## src/rtl/jtag_scan_master.sv

```systemverilog
// jtag_scan_master: host-side JTAG driver turning IR/DR/reset commands into TCK/TMS/TDI waveforms and capturing TDO.
module jtag_scan_master #(
  parameter int MaxLen = 41,
  parameter int ClkDiv = 4,
  localparam int LenW = $clog2(MaxLen + 1)
) (
  input  logic              clk_i,
  input  logic              rst_ni,
  input  logic              req_valid_i,
  output logic              req_ready_o,
  input  logic [1:0]        req_op_i,
  input  logic [LenW-1:0]   req_len_i,
  input  logic [MaxLen-1:0] req_data_i,
  output logic              rsp_valid_o,
  input  logic              rsp_ready_i,
  output logic [MaxLen-1:0] rsp_data_o,
  output logic              busy_o,
  output logic              tck_o,
  output logic              tms_o,
  output logic              tdi_o,
  input  logic              tdo_i
);
  localparam int DivW = $clog2(2 * ClkDiv);
  typedef enum logic [2:0] {IDLE, HDR, SHIFT, TRL, RST, RESP} state_t;
  state_t            r_state;
  logic [DivW-1:0]   r_div;
  logic [LenW-1:0]   r_cnt, r_n;
  logic              r_ir, r_tck, r_tms, r_tdi, r_valid;
  logic [MaxLen-1:0] r_sh, r_rsp;
  logic              w_rise, w_end;
  logic [LenW-1:0]   w_n;
  assign w_rise = r_div == DivW'(ClkDiv - 1);
  assign w_end  = r_div == DivW'(2 * ClkDiv - 1);
  assign w_n = req_len_i == '0 ? LenW'(1) : (req_len_i > LenW'(MaxLen) ? LenW'(MaxLen) : req_len_i);
  assign req_ready_o = (r_state == IDLE) & ~r_valid;
  assign rsp_valid_o = r_valid;
  assign rsp_data_o  = r_rsp;
  assign busy_o      = r_state != IDLE;
  assign tck_o       = r_tck;
  assign tms_o       = r_tms;
  assign tdi_o       = r_tdi;
  // Each step: r_div 0..ClkDiv-1 is the low phase, the rest high; step changes land on the falling edge.
  always_ff @(posedge clk_i or negedge rst_ni) begin
    if (!rst_ni) begin
      r_state <= IDLE;
      r_div   <= '0;
      r_cnt   <= '0;
      r_n     <= '0;
      r_ir    <= 1'b0;
      r_tck   <= 1'b0;
      r_tms   <= 1'b1;
      r_tdi   <= 1'b0;
      r_valid <= 1'b0;
      r_sh    <= '0;
      r_rsp   <= '0;
    end else begin
      case (r_state)
        IDLE: if (req_valid_i && !r_valid) begin
          r_div <= '0;
          r_cnt <= '0;
          r_n   <= w_n;
          r_ir  <= req_op_i == 2'd1;
          r_sh  <= req_data_i;
          r_rsp <= '0;
          r_tdi <= 1'b0;
          case (req_op_i)
            2'd0, 2'd1: begin r_state <= HDR; r_tms <= 1'b1; end
            2'd2:       begin r_state <= RST; r_tms <= 1'b1; end
            default:    begin r_state <= RESP; r_valid <= 1'b1; end
          endcase
        end
        RESP: if (rsp_ready_i) begin
          r_valid <= 1'b0;
          r_state <= IDLE;
        end
        default: begin
          r_div <= w_end ? '0 : r_div + 1'b1;
          if (w_rise) begin
            r_tck <= 1'b1;
            if (r_state == SHIFT) r_rsp[r_cnt] <= tdo_i;
          end
          if (w_end) begin
            r_tck <= 1'b0;
            r_tdi <= 1'b0;
            r_cnt <= r_cnt + 1'b1;
            case (r_state)
              HDR: if (r_cnt == (r_ir ? LenW'(3) : LenW'(2))) begin
                r_state <= SHIFT;
                r_cnt   <= '0;
                r_tms   <= r_n == LenW'(1);
                r_tdi   <= r_sh[0];
                r_sh    <= r_sh >> 1;
              end else r_tms <= r_ir && r_cnt == '0;
              SHIFT: if (r_cnt == r_n - 1'b1) begin
                r_state <= TRL;
                r_cnt   <= '0;
                r_tms   <= 1'b1;
              end else begin
                r_tms <= r_cnt + 1'b1 == r_n - 1'b1;
                r_tdi <= r_sh[0];
                r_sh  <= r_sh >> 1;
              end
              TRL: if (r_cnt == LenW'(1)) begin
                r_state <= RESP;
                r_valid <= 1'b1;
              end else r_tms <= 1'b0;
              RST: if (r_cnt == LenW'(5)) begin
                r_state <= RESP;
                r_valid <= 1'b1;
              end else r_tms <= r_cnt < LenW'(4);
              default: ;
            endcase
          end
        end
      endcase
    end
  end
endmodule

```

## config.mk

```make
export PLATFORM = sky130hd
export DESIGN_NAME = jtag_scan_master
export DESIGN_NICKNAME = d
export VERILOG_FILES = /design/src/rtl/jtag_scan_master.sv
export SDC_FILE = /design/constraint.sdc
export NUM_CORES = 1
export LEC_CHECK = 0
export CORE_ASPECT_RATIO = 0.5
export CORE_MARGIN = 2
export CORE_UTILIZATION = 50
export CTS_CLUSTER_DIAMETER = 60
export DETAILED_ROUTE_END_ITERATION = 16
export MAX_ROUTING_LAYER = met4
export PLACE_DENSITY = 0.79
export SLEW_MARGIN = 40
export SYNTH_ARGS = -nofsm -noshare
export SYNTH_HDL_FRONTEND = slang
export SYNTH_SLANG_ARGS = --single-unit
```

## constraint.sdc

```tcl
create_clock -name clk_i -period 4.45 [get_ports clk_i]
set_input_delay 0.6675 -clock clk_i [delete_from_list [all_inputs] [get_ports clk_i]]
set_output_delay 0.6675 -clock clk_i [all_outputs]
set_load 0.01 [all_outputs]
```

======== After elaboration in Yosys (flattened, before gate mapping) ========
Index checks and enable logic that the tools add are counted.
storage, ports and cells
  bits in registers ....................... 105
  bits of input ports ..................... 54
  output and inout port bits .............. 47
  logic and storage cells ................. 139
operators by class
  add/subtract/negate cells ............... 3
  $lt $le $gt $ge ......................... 4
  eq/ne operators ......................... 27
  muxes and demuxes ....................... 60
  bitwise gates (word level) .............. 4
  reductions and logical operators ........ 30
operators by type and width
  operator               count
  $mux W41               7
  $pmux W41 S2           3
  $bwmux W41             1
  $mux W6                6
  $mux W3                9
  $pmux W6 S2            2
  $mux W1                21
  $pmux W3 S2            3
  $reduce_and A7 Y1      2
  $eq A6 B1 Y1 const B   2
  $eq A6 B6 Y1           2
  $logic_not A6 Y1       2
  $ne A3 B3 Y1 const B   4
  $pmux W3 S4            1
  $pmux W1 S2            5
  $eq A3 B2 Y1 const B   3
  $eq A3 B3 Y1 const B   3
  $reduce_bool A3 Y1     3
  $ne A4 B4 Y1 const B   2
  $reduce_and A8 Y1      1
  $reduce_bool A2 Y1     4
  $lt A6 B7 Y1 const B   1
  $add A6 B1 Y6 const B  1
  $demux W1 S6           1
  other kinds (30)       39

======== Depth between registers and ports, before layout ========
Gate-level depths: netlist of the first run.
  word-level depth ........................ 8
  gate-level depth with buffers ........... 10
  mapped depth without buffers ............ 8

======== Worst setup path after synthesis of the first run ========
No wires, ideal clock.
  kind .................................... reg-to-reg
  start ................................... reg r_n[0]
  end ..................................... reg r_sh[11]
  library setup time ...................... 0.125 ns
  arrival ................................. 2.115 ns
  required time ........................... 4.325 ns
  slack ................................... 2.210 ns
  cell stages (with the launch flop) ...... 10
  path buffers ............................ 1
  clock period less this slack ............ 2.240 ns
  cells stage by stage .................... dfrtp_1 inv_1 ha_1 xor2_1 nand2_1 and4bb_4 a31oi_4 o21ai_4 buf_6 mux2_4
between the ends
  longest elaborated chain between the ends .. 4
ends and longest elaborated chain
  element                             RTL line  text
  from (decl)                         27        logic [LenW-1:0] r_cnt, r_n;
  from (signal assigned)              61        r_n <= w_n;
  $sub A6 B1 Y6                       94        SHIFT: if (r_cnt == r_n - 1'b1) begin
  $eq A6 B6 Y1                        94
  $ne A3 B3 Y1 (no source line)       --
  $reduce_and A6 Y1 (no source line)  --
  to (signal assigned)                63        r_sh <= req_data_i;
  to (signal assigned)                92        r_sh <= r_sh >> 1;
  to (signal assigned)                101       r_sh <= r_sh >> 1;
  to (decl)                           29        logic [MaxLen-1:0] r_sh, r_rsp;
No other way between the ends.
A chain may end at the register's enable or synchronous reset.

======== Worst setup path in the final report of the first run ========
  start ................................... reg r_n[0]
  end ..................................... reg r_sh[2]
Same word-level chain as after synthesis.

==> results.md, run 1 <==
- Status: complete, no violations
- Met2 WL: 6540 um
- Clk slew on worst S/H paths: roughly 80 ps
- Most frequent cell after synthesis: nand2_1
- Hold Vio Cnt, Final: 0
- RSZ-0062 raised after global routing: false
- Via density: 5.66
- Final-report setup violation count: 0
- Mapped Avg Cell Area: approximately 8.8 um^2
- Warnings from Yosys: 0
- Vias in the first global route: about 4600
- Clock Power Share: 0.184
- Top Family by Delay on Critical Path: compound AO/OA/AOI/OAI gates
- Clock tree buffer depth: 2
- Sw Pwr: about 1.9 mW
- Flop pwr share: 0.354
- Worst path slowest cell: o21ai_4
- DRT Wirelength: between 10000 and 15000 um
- Flops & latches, synth: 105
- CP max stage delay: about 550 ps
- Final period util: 0.697
- WP depth: 9
- GRT Util Overall: 0.236
- Syn-to-layout area delta: 23.1%
- Post-synth EDFFs: 0
- Netlist Area Pre-Place: a little under 6000 um^2
- Post-synth top cells: nand2_1 (164), dfrtp_1 (104), o21ai_0 (100), a21oi_1 (51), clkbuf_1 (31)
- Largest net degree at the start of global routing: 85
- Cts-stage hold buffer count: 0
- Post-route ant nets: 0
- Post-Synth Simple-Gate Area: 0.183
- CP max FO: 23
- Routability congestion estimate: roughly 0.86
- Post-CTS sizing: 0
- Async set or reset register ratio after synthesis: 1.00
- Startpoint types: flop
- WL/cell: between 15 and 20 um
- Worst hold path class: input port to asynchronous set/reset pin
- Clock Latency Late Sink: about 350 ps
- First-pass GRT wire length: between 20000 and 25000 um
- Sequential fraction of the synthesis area: 0.453
- Post-layout min period: slightly above 3000 ps
- Core box area: about 11000 um^2
- N_diodes: 0
- Cells after Synth: approximately 660
- Max Slew Vio Count: 0
- Critical Path RT: between 4000 and 5000 ps
- Total CTS buffers: 9
- P_int: 2.62 mW
- Clock sinks: ~110
- Die area: between 10000 and 15000 um^2
- DP HPWL: 9730 um
- Synth Area in Compound Gates: 0.185
- Peak supply drop: 309 uV
- Synth area leader: dfrtp_1
- Vias: ~5000
- Buf/Inv on CP: 2
- Crit path arrival time: between 3000 and 4000 ps
- Number of port buffers: 100
- LEAKAGE: between 3 and 4 nW
- CTS HTree Levels: 3
- Initial antenna violation count: 0
- Gate power share: 0.462
- Hold_ws: between 300 and 400 ps
- Postcts setup bufs: 0
- F_max: roughly 0.32 GHz
- Initial Util: 0.521
- Nets: 798
- Endpoint type of the worst setup path: flop
- Mapped Nets: a little over 700
- Top Layer Used: met4
- Least-Margin Pin Slew: approximately 830 ps
- Pre-antenna DRT Iters: 5
- Max cap viols: 0
- WL met1: ~6700 um
- Slew Limit Headroom: 0.442
- Fraction of layout cells with a size suffix above 1: 0.0905
- Largest family of logic cells by synthesized area: compound AO/OA/AOI/OAI gates
- Post-synthesis adder-cell area fraction: 0.0194
- Drt drc: 0
- CTS root buf: clkbuf_16
- Mux cell area share after synthesis: 0.0969
- Dominant synthesized flop cell: dfrtp_1
- Die height: 80.2 um
- Cell Rows: 27
- Synth top area cells: dfrtp_1 (45%), nand2_1 (11%), o21ai_0 (8.6%)
- Sw frac: 0.417
- Xor/xnor share of the synthesized area: 0.0179
- Die W: roughly 160 um
- CTS tree: yes
- Yosys top cell area share: 0.448
- Met3 WL: a little under 800 um
- WS Path Type: flop to flop
- CP Cell Sequence: inv_1 > ha_1 > xnor2_2 > o21ai_0 > o21ai_2 > a31oi_4 > o21ai_4 > buf_4 > mux2_2
- Pwr/cell area: 628 nW/um^2
- I/O pin total: approximately 100
- Sum Neg Setup Slack: 0 ps
- Worst Reg-to-Reg Cells: 9
- Layout Skew: 9.84 ps
- Remaining global-route overflow: 0
- Post-synth cell types: 56
- Drt initial violations: approximately 500
[final timing paths]
check / startpoint / end / slack, ps
max reg2reg: r_n[0] / r_sh[2] / 1350
min in group clk_i: r_sh[40] / r_sh[40] / 480
min: rst_ni / rsp_data_o[39] / 340
max in group asynchronous: rst_ni / rsp_data_o[36] / 3260
min reg2reg: r_sh[40] / r_sh[40] / 480
max: r_n[0] / r_sh[2] / 1350
[metrics by stage]
stage	util	std cells	power (mW)	cell area, um^2	setup WS (ps)
detailed placement	0.613	869	3.66	6840	1360
floorplan	-	661	3.08	5810	2210
global placement	0.613	869	3.58	6830	1420
global route	0.642	885	4.83	7150	1140
finish	0.642	885	4.49	7150	1350
CTS	0.641	885	4.50	7150	1340
[registers in the layout, summed over array words and instances, names as in the netlist]
register,flops
tck_o,1
rsp_valid_o,1
r_n,6
tms_o,1
r_sh,41
r_div,3
r_cnt,6
r_ir,1
tdi_o,1
rsp_data_o,41
r_state,3
[layout by cell type (no fill, tap or decap), drive strengths merged, types with 2 or more instances in the layout]
cell type,netlist,layout
nor3,9,9
ha,9,9
dfrtp,104,104
clkinvlp,0,2
and3,7,7
o221ai,5,5
nand2b,6,6
nor2b,7,7
o21ai,102,102
nor2,24,24
clkdlybuf4s50,0,99
inv,9,12
nor3b,4,4
a221oi,4,4
mux2,44,44
mux2i,3,3
o31ai,5,5
o21a,2,2
and2,2,2
nand2,164,164
or3,2,2
clkinv,3,4
nand3b,2,2
a21oi,51,51
buf,13,8
a221o,2,2
clkbuf,31,9
xnor2,8,8
nand3,14,14
o211ai,2,2
xor2,3,3
a31oi,2,2
[cell families after synthesis]
logic type	Yosys count
XOR/XNOR	11
adder cells (fa/ha/maj)	9
AND/OR/NAND/NOR	246
multiplexers	47
buffers and inverters	56
flip-flops	105
AO/OA/AOI/OAI	187
[routing by layer]
| metal | up-vias | global-route usage |
|---|---|---|
| met4 | 0 | 0.0661 |
| met2 | 182 | 0.363 |
| met1 | 2363 | 0.329 |
| met3 | 24 | 0.0362 |
| li1 | 2436 | - |
| met5 | - | - |
[cell type report]
cell class,instances,area (um^2)
timing repair buffer,107,1060
tap,145,181
fill,930,4000
sequential,105,2630
clock buffer,9,225
multi-input combinational,500,2930
inverter,12,45.0
clock inverter,7,85.1
[power groups by stage]
stage	clock network, mW	registers, mW	logic, mW
after global placement	0	1.58	2.00
after detailed placement	0	1.60	2.06
after global routing	0.885	1.64	2.31
after floorplan	0	1.44	1.65
after CTS	0.846	1.58	2.08
final	0.825	1.59	2.08
No activity file was read; power rests on OpenSTA's default activity.
==> run 2: changes to the inputs <==
CORE_UTILIZATION = 48   (was 50)
clock period = 2.71 ns   (was 4.45 ns; I/O delays follow)
==> results.md, run 2 (synthesis gave the netlist of run 1 again) <==
- Post-layout min period: 2470 ps (-631 ps)
- Least-Margin Pin Slew: 767 ps (-67.3 ps)
- First-pass GRT wire length: 24800 um (+7.7%)
- Via density: 5.64 (-0.24%)
- Most frequent cells in the layout: nand2_1 (164), dfrtp_1 (104), o21ai_0 (100), clkdlybuf4s50_1 (99), a21oi_1 (51)
- Final period util: 0.912 (+0.215)
- Initial Util: 0.492 (-0.0290)
- Die W: 160 um (+2.0%)
- Startpoint types: flop
- Postcts setup bufs: 0 (unchanged)
- Leading cell type in the layout, fill and taps excluded: nand2_1
- Clock sinks: 105 (unchanged)
- CP max FO: 41 (+78%)
- Pwr/cell area: 1040 nW/um^2 (+65%)
- Fraction of layout cells with a size suffix above 1: 0.111 (+0.0206)
- Vias in the first global route: 4957 (+8.2%)
- Worst hold path class: input port to asynchronous set/reset pin
- Core box area: 11800 um^2 (+5.9%)
- CTS HTree Levels: 3 (unchanged)
- Slew Limit Headroom: 0.485 (+0.0430)
- Die height: 81.8 um (+2.0%)
- Hold Vio Cnt, Final: 0 (unchanged)
- Clock tree buffer depth: 2 (unchanged)
- Nets: 814 (+2.0%)
- Pre-antenna DRT Iters: 5 (unchanged)
- Initial antenna violation count: 0 (unchanged)
- Drt drc: 0 (unchanged)
- Drt initial violations: 558 (+11%)
- Remaining global-route overflow: 0 (unchanged)
- Number of port buffers: 100 (unchanged)
- Worst Slack Setup Final: 238 ps (-1110 ps)
- Seq. cell area: 2630 um^2 (unchanged)
- Total CTS buffers: 9 (unchanged)
- DP HPWL: 10200 um (+5.3%)
- CTS root buf: clkbuf_16
- RSZ-0062 raised after global routing: false
- Final-report setup violation count: 0 (unchanged)
- Fin area: 7310 um^2 (+2.2%)
- Multi-input gate area in the final layout: 2930 um^2 (unchanged)
- CTS tree: yes
- Critical Path RT: 2950 ps (-1730 ps)
- Hold_ws: 35.1 ps (-303 ps)
- Largest net degree at the start of global routing: 83 (-2.4%)
- Post-route ant nets: 0 (unchanged)
- Clk slew on worst S/H paths: 80 ps (about the same)
- Layout Utilization: 0.619 (-0.0223)
- WL/cell: 16.4 um (+2.0%)
- Layout Skew: 15.1 ps (+5.25 ps)
- Crit path arrival time: 2710 ps (-620 ps)
- N_diodes: 0 (unchanged)
- Status: complete, no violations
- LEAKAGE: 3.30 nW (+2.8%)
- Max Slew Vio Count: 0 (unchanged)
- I/O pin total: 101 (unchanged)
- Sum Neg Setup Slack: 0 ps (unchanged)
- F_max: 0.405 GHz (+26%)
- Syn-to-layout area delta: 25.8%
- Max cap viols: 0 (unchanged)
- WS Path Type: flop to flop
- FILL cells: 1009 (+8.5%)
- GRT Util Overall: 0.245 (+0.00883)
- Dpl ws: 266 ps (-1090 ps)
- Die area: 13100 um^2 (+4.0%)
- DRT Wirelength: 15100 um (+6.1%)
- Peak supply drop: 577 uV (+87%)
- Clock Latency Late Sink: 350 ps (about the same)
- Cell Rows: 28 (+3.7%)
- Vias: 5196 (+3.8%)
- Endpoint type of the worst setup path: flop
- Placed Area: 7000 um^2 (+2.4%)
- Routability congestion estimate: 0.871 (+1.6%)
==> run 2: cell count changes in the layout (fill, tap and decap cells not counted), moves of 2 or more <==
cell | before | now
buf_12 | 0 | 2
clkinv_8 | 0 | 2
clkinvlp_4 | 2 | 0
buf_6 | 2 | 0
buf_4 | 6 | 22
==> run 2: repair_timing <==
action,4_1_cts,5_1_grt
setup endpoints to repair,0,1
gates resized for setup,0,1
hold buffers,0,0
==> run 2: metal layers <==
| metal | routed length, um | track usage |
|---|---|---|
| met5 | 0 | - |
| met4 | 267 | 0.0755 |
| met3 | 1070 | 0.0449 |
| met2 | 6950 | 0.384 |
| met1 | 6830 | 0.330 |
==> run 2: where the power goes <==
group	internal [mW]	total [mW]	switching, mW
clock network	0.662	1.34	0.679
registers	2.06	2.47	0.411
logic	1.63	3.76	2.13
==> run 2: final timing paths <==
path | slack, ps | depth (start not counted) | startpoint | end
max | 240 | 9 | r_n[0] | r_sh[6]
min | 40 | 1 | rst_ni | r_n[3]
max reg2reg | 240 | 9 | r_n[0] | r_sh[6]
min reg2reg | 490 | 2 | tck_o | tck_o
max in group asynchronous | 1910 | 2 | rst_ni | r_state[2]
min in group clk_i | 490 | 2 | tck_o | tck_o
==> run 2: area by class of cell <==
class / instances / area share
Clock inverter: 7 / 0.0111
Timing Repair Buffer: 123 / 0.164
Tap cell: 165 / 0.0282
Inverter: 12 / 0.00616
Multi-Input combinational cell: 500 / 0.400
Sequential cell: 105 / 0.360
Clock buffer: 9 / 0.0308
==> run 2: worst max-delay path, cell delays in order, from the launching register on <==
cell and delay (ps):
dfrtp_1 430, inv_1 80, ha_1 320, xor2_1 140, nand2_1 80, and4bb_4 380, a31oi_4 100, o21ai_4 160
buf_12 250, mux2_2 370
==> run 2: metrics by stage <==
stage               cells  total power [mW]
floorplan             661              5.07
global placement      905              6.06
detailed placement    905              6.20
CTS                   921              7.57
global route          921              8.17
finish                921              7.57
==> run 3: changes to the inputs <==
--- a/config.mk
+++ b/config.mk
@@ -7,5 +7,7 @@
 export LEC_CHECK = 0
+export CELL_PAD_IN_SITES_DETAIL_PLACEMENT = 1
+export CELL_PAD_IN_SITES_GLOBAL_PLACEMENT = 1
 export CORE_ASPECT_RATIO = 0.5
 export CORE_MARGIN = 2
-export CORE_UTILIZATION = 48
+export CORE_UTILIZATION = 36
 export CTS_CLUSTER_DIAMETER = 60
==> constraint.sdc (replaced) <==
create_clock -name clk_i -period 2.71 [get_ports clk_i]
set_input_delay 0.542 -clock clk_i [delete_from_list [all_inputs] [get_ports clk_i]]
set_output_delay 0.542 -clock clk_i [all_outputs]
set_load 0.01 [all_outputs]
==> results.md, run 3 (synthesis gave the netlist of run 1 again) <==
- N_diodes: 0 (unchanged)
- Met3 usage in global routing: 0.0337 (-0.0112)
- Pre-antenna DRT Iters: 4 (-1)
- Flop pwr share: 0.323 (-0.003)
- Die W: 184 um (+15%)
- Hold Vio Cnt, Final: 0 (unchanged)
- Core box area: 15600 um^2 (+32%)
- Die area: 17200 um^2 (+32%)
- Peak supply drop: 397 uV (-31%)
- Postcts setup bufs: 0 (unchanged)
- FILL cells: 1836 (+82%)
- CP max stage delay: 430 ps (about the same)
- Nets: 818 (+0.49%)
- Drt drc: 0 (unchanged)
- DRT Wirelength: 17500 um (+16%)
- R2r setup slk: 180 ps (-50 ps)
- Number of port buffers: 100 (unchanged)
- Largest net degree at the start of global routing: 85 (+2.4%)
- Layout Skew: 14.5 ps (-0.544 ps)
- Most frequent cells in the layout: nand2_1 (164), dfrtp_1 (104), o21ai_0 (100), clkdlybuf4s50_1 (99), a21oi_1 (51)
- Sw Pwr: 3.33 mW (+3.2%)
- Syn-to-layout area delta: 27.0%
- Clk slew on worst S/H paths: 80 ps (about the same)
- GRT Util Overall: 0.217 (-0.0286)
- Worst Reg-to-Reg Cells: 9 (unchanged)
- Met2 Usage GRT: 0.349 (-0.0352)
- Pwr/cell area: 1040 nW/um^2 (+0.71%)
- Cell Rows: 32 (+14%)
- Least-Margin Pin Slew: 748 ps (-19.3 ps)
- Post-layout min period: 2530 ps (+54.9 ps)
- Clock sinks: 105 (unchanged)
- Vias: 5255 (+1.1%)
- Critical Path RT: 2940 ps (about the same)
- Post-route ant nets: 0 (unchanged)
- WS Path Type: flop to flop
- First-pass GRT wire length: 28600 um (+15%)
- Endpoint type of the worst setup path: flop
- CTS HTree Levels: 3 (unchanged)
- Clock tree buffer depth: 2 (unchanged)
- Remaining global-route overflow: 0 (unchanged)
- Worst hold path class: input port to asynchronous set/reset pin
- Initial antenna violation count: 0 (unchanged)
- Multi-input gate area in the final layout: 2920 um^2 (-0.17%)
- Startpoint types: flop
- Die height: 93.8 um (+15%)
- Crit path arrival time: 2750 ps (+40 ps)
- Max Slew Vio Count: 0 (unchanged)
- CTS root buf: clkbuf_16
- Status: complete, no violations
- Fraction of layout cells with a size suffix above 1: 0.113 (+0.00205)
- Sw frac: 0.432 (+0.00656)
- Buf/Inv on CP: 2 (unchanged)
- Via density: 5.45 (-3.4%)
- Post-layout power: 7.69 mW (+1.6%)
- Top Family by Delay on Critical Path: compound AO/OA/AOI/OAI gates
- FF-to-FF End: r_sh[8]
- CP max FO: 41 (unchanged)
- Leading cell type in the layout, fill and taps excluded: nand2_1
- CTS tree: yes
- Clock Latency Late Sink: 350 ps (about the same)
- I/O pin total: 101 (unchanged)
- GRT busiest layer: met2
- Met1 Use GR: 0.289 (-0.0403)
- P_int: 4.37 mW (+0.48%)
- Drt initial violations: 419 (-25%)
- LEAKAGE: 3.32 nW (+0.50%)
- Gate power share: 0.506 (+0.010)
- RR Startpoint: r_n[0]
- Routability congestion estimate: 0.847 (-2.8%)
- Vias in the first global route: 5354 (+8.0%)
- Initial Util: 0.373 (-0.119)
- Max cap viols: 0 (unchanged)
- Sum Neg Setup Slack: 0 ps (unchanged)
- DP HPWL: 12000 um (+17%)
- Final period util: 0.932 (+0.0202)
- Hold_ws: 185 ps (+150 ps)
- Cts-stage hold buffer count: 0 (unchanged)
- CP Cell Sequence: inv_1 > ha_1 > xnor2_2 > o21ai_0 > o21ai_2 > a31oi_4 > o21ai_4 > buf_12 > mux2_2
- F_max: 0.396 GHz (-2.2%)
- Post-CTS sizing: 0 (unchanged)
- Worst path slowest cell: dfrtp_1
- Final-report setup violation count: 0 (unchanged)
- Seq. cell area: 2630 um^2 (unchanged)
- Total CTS buffers: 9 (unchanged)
- Slew Limit Headroom: 0.500 (+0.0150)
- Clock Power Share: 0.171 (-0.006)
- WL/cell: 18.1 um (+11%)
- RSZ-0062 raised after global routing: false
run 3: cell types whose count changed in the layout (fill, tap and decap cells not counted), sizes merged:
cell and change:
buf +4, clkbuf +1, clkinv +1, inv -2
run 3: metal layers:
layer / share of wire / routed length [um]
met3: 0.050 / 877
met5: 0 / 0
met2: 0.47 / 8250
met1: 0.46 / 8120
met4: 0.014 / 248
run 3: power groups by stage:
stage / combinational (mW) / sequential (mW) / clock [mW]
2_1_floorplan: 2.70 / 2.36 / 0
3_3_place_gp: 3.71 / 2.48 / 0
3_5_place_dp: 3.86 / 2.51 / 0
4_1_cts: 3.91 / 2.48 / 1.36
5_1_grt: 4.34 / 2.56 / 1.41
6_report: 3.89 / 2.49 / 1.31
run 3: worst register-to-register path: stages (launching register included):
cell     delay, ps
dfrtp_1        430
inv_1           80
ha_1           260
xnor2_2        270
o21ai_0        150
o21ai_2        270
a31oi_4        130
o21ai_4        160
buf_12         250
mux2_2         410
run 3: worst max-delay path by stage:
stage           startpoint          to  slack (ps)  depth (start not counted)
2_1_floorplan       r_n[0]    r_sh[11]         470                          9
6_report            r_n[0]     r_sh[8]         180                          9
3_3_place_gp   req_valid_i     r_sh[1]         250                          8
3_5_place_dp   req_valid_i  r_state[1]         150                          7
5_1_grt             r_n[0]     r_sh[5]           2                          9
4_1_cts             r_n[0]     r_sh[8]         190                          9
run 3: layout make-up:
type | instances | share of cell area
clock inverter | 6 | 0.00780
tap | 204 | 0.0346
inverter | 12 | 0.00610
timing repair buffer | 127 | 0.167
multi-input combinational | 500 | 0.396
sequential | 105 | 0.356
clock buffer | 10 | 0.0324
run 3: stage by stage:
stage               cell area [um^2]  worst slack [ps]  utilization  cells
floorplan                       5810               470            -    661
global placement                7080               250        0.454    948
detailed placement              7080               149        0.454    948
CTS                             7370               186        0.473    964
global route                    7380              2.04        0.474    964
finish                          7380               183        0.474    964
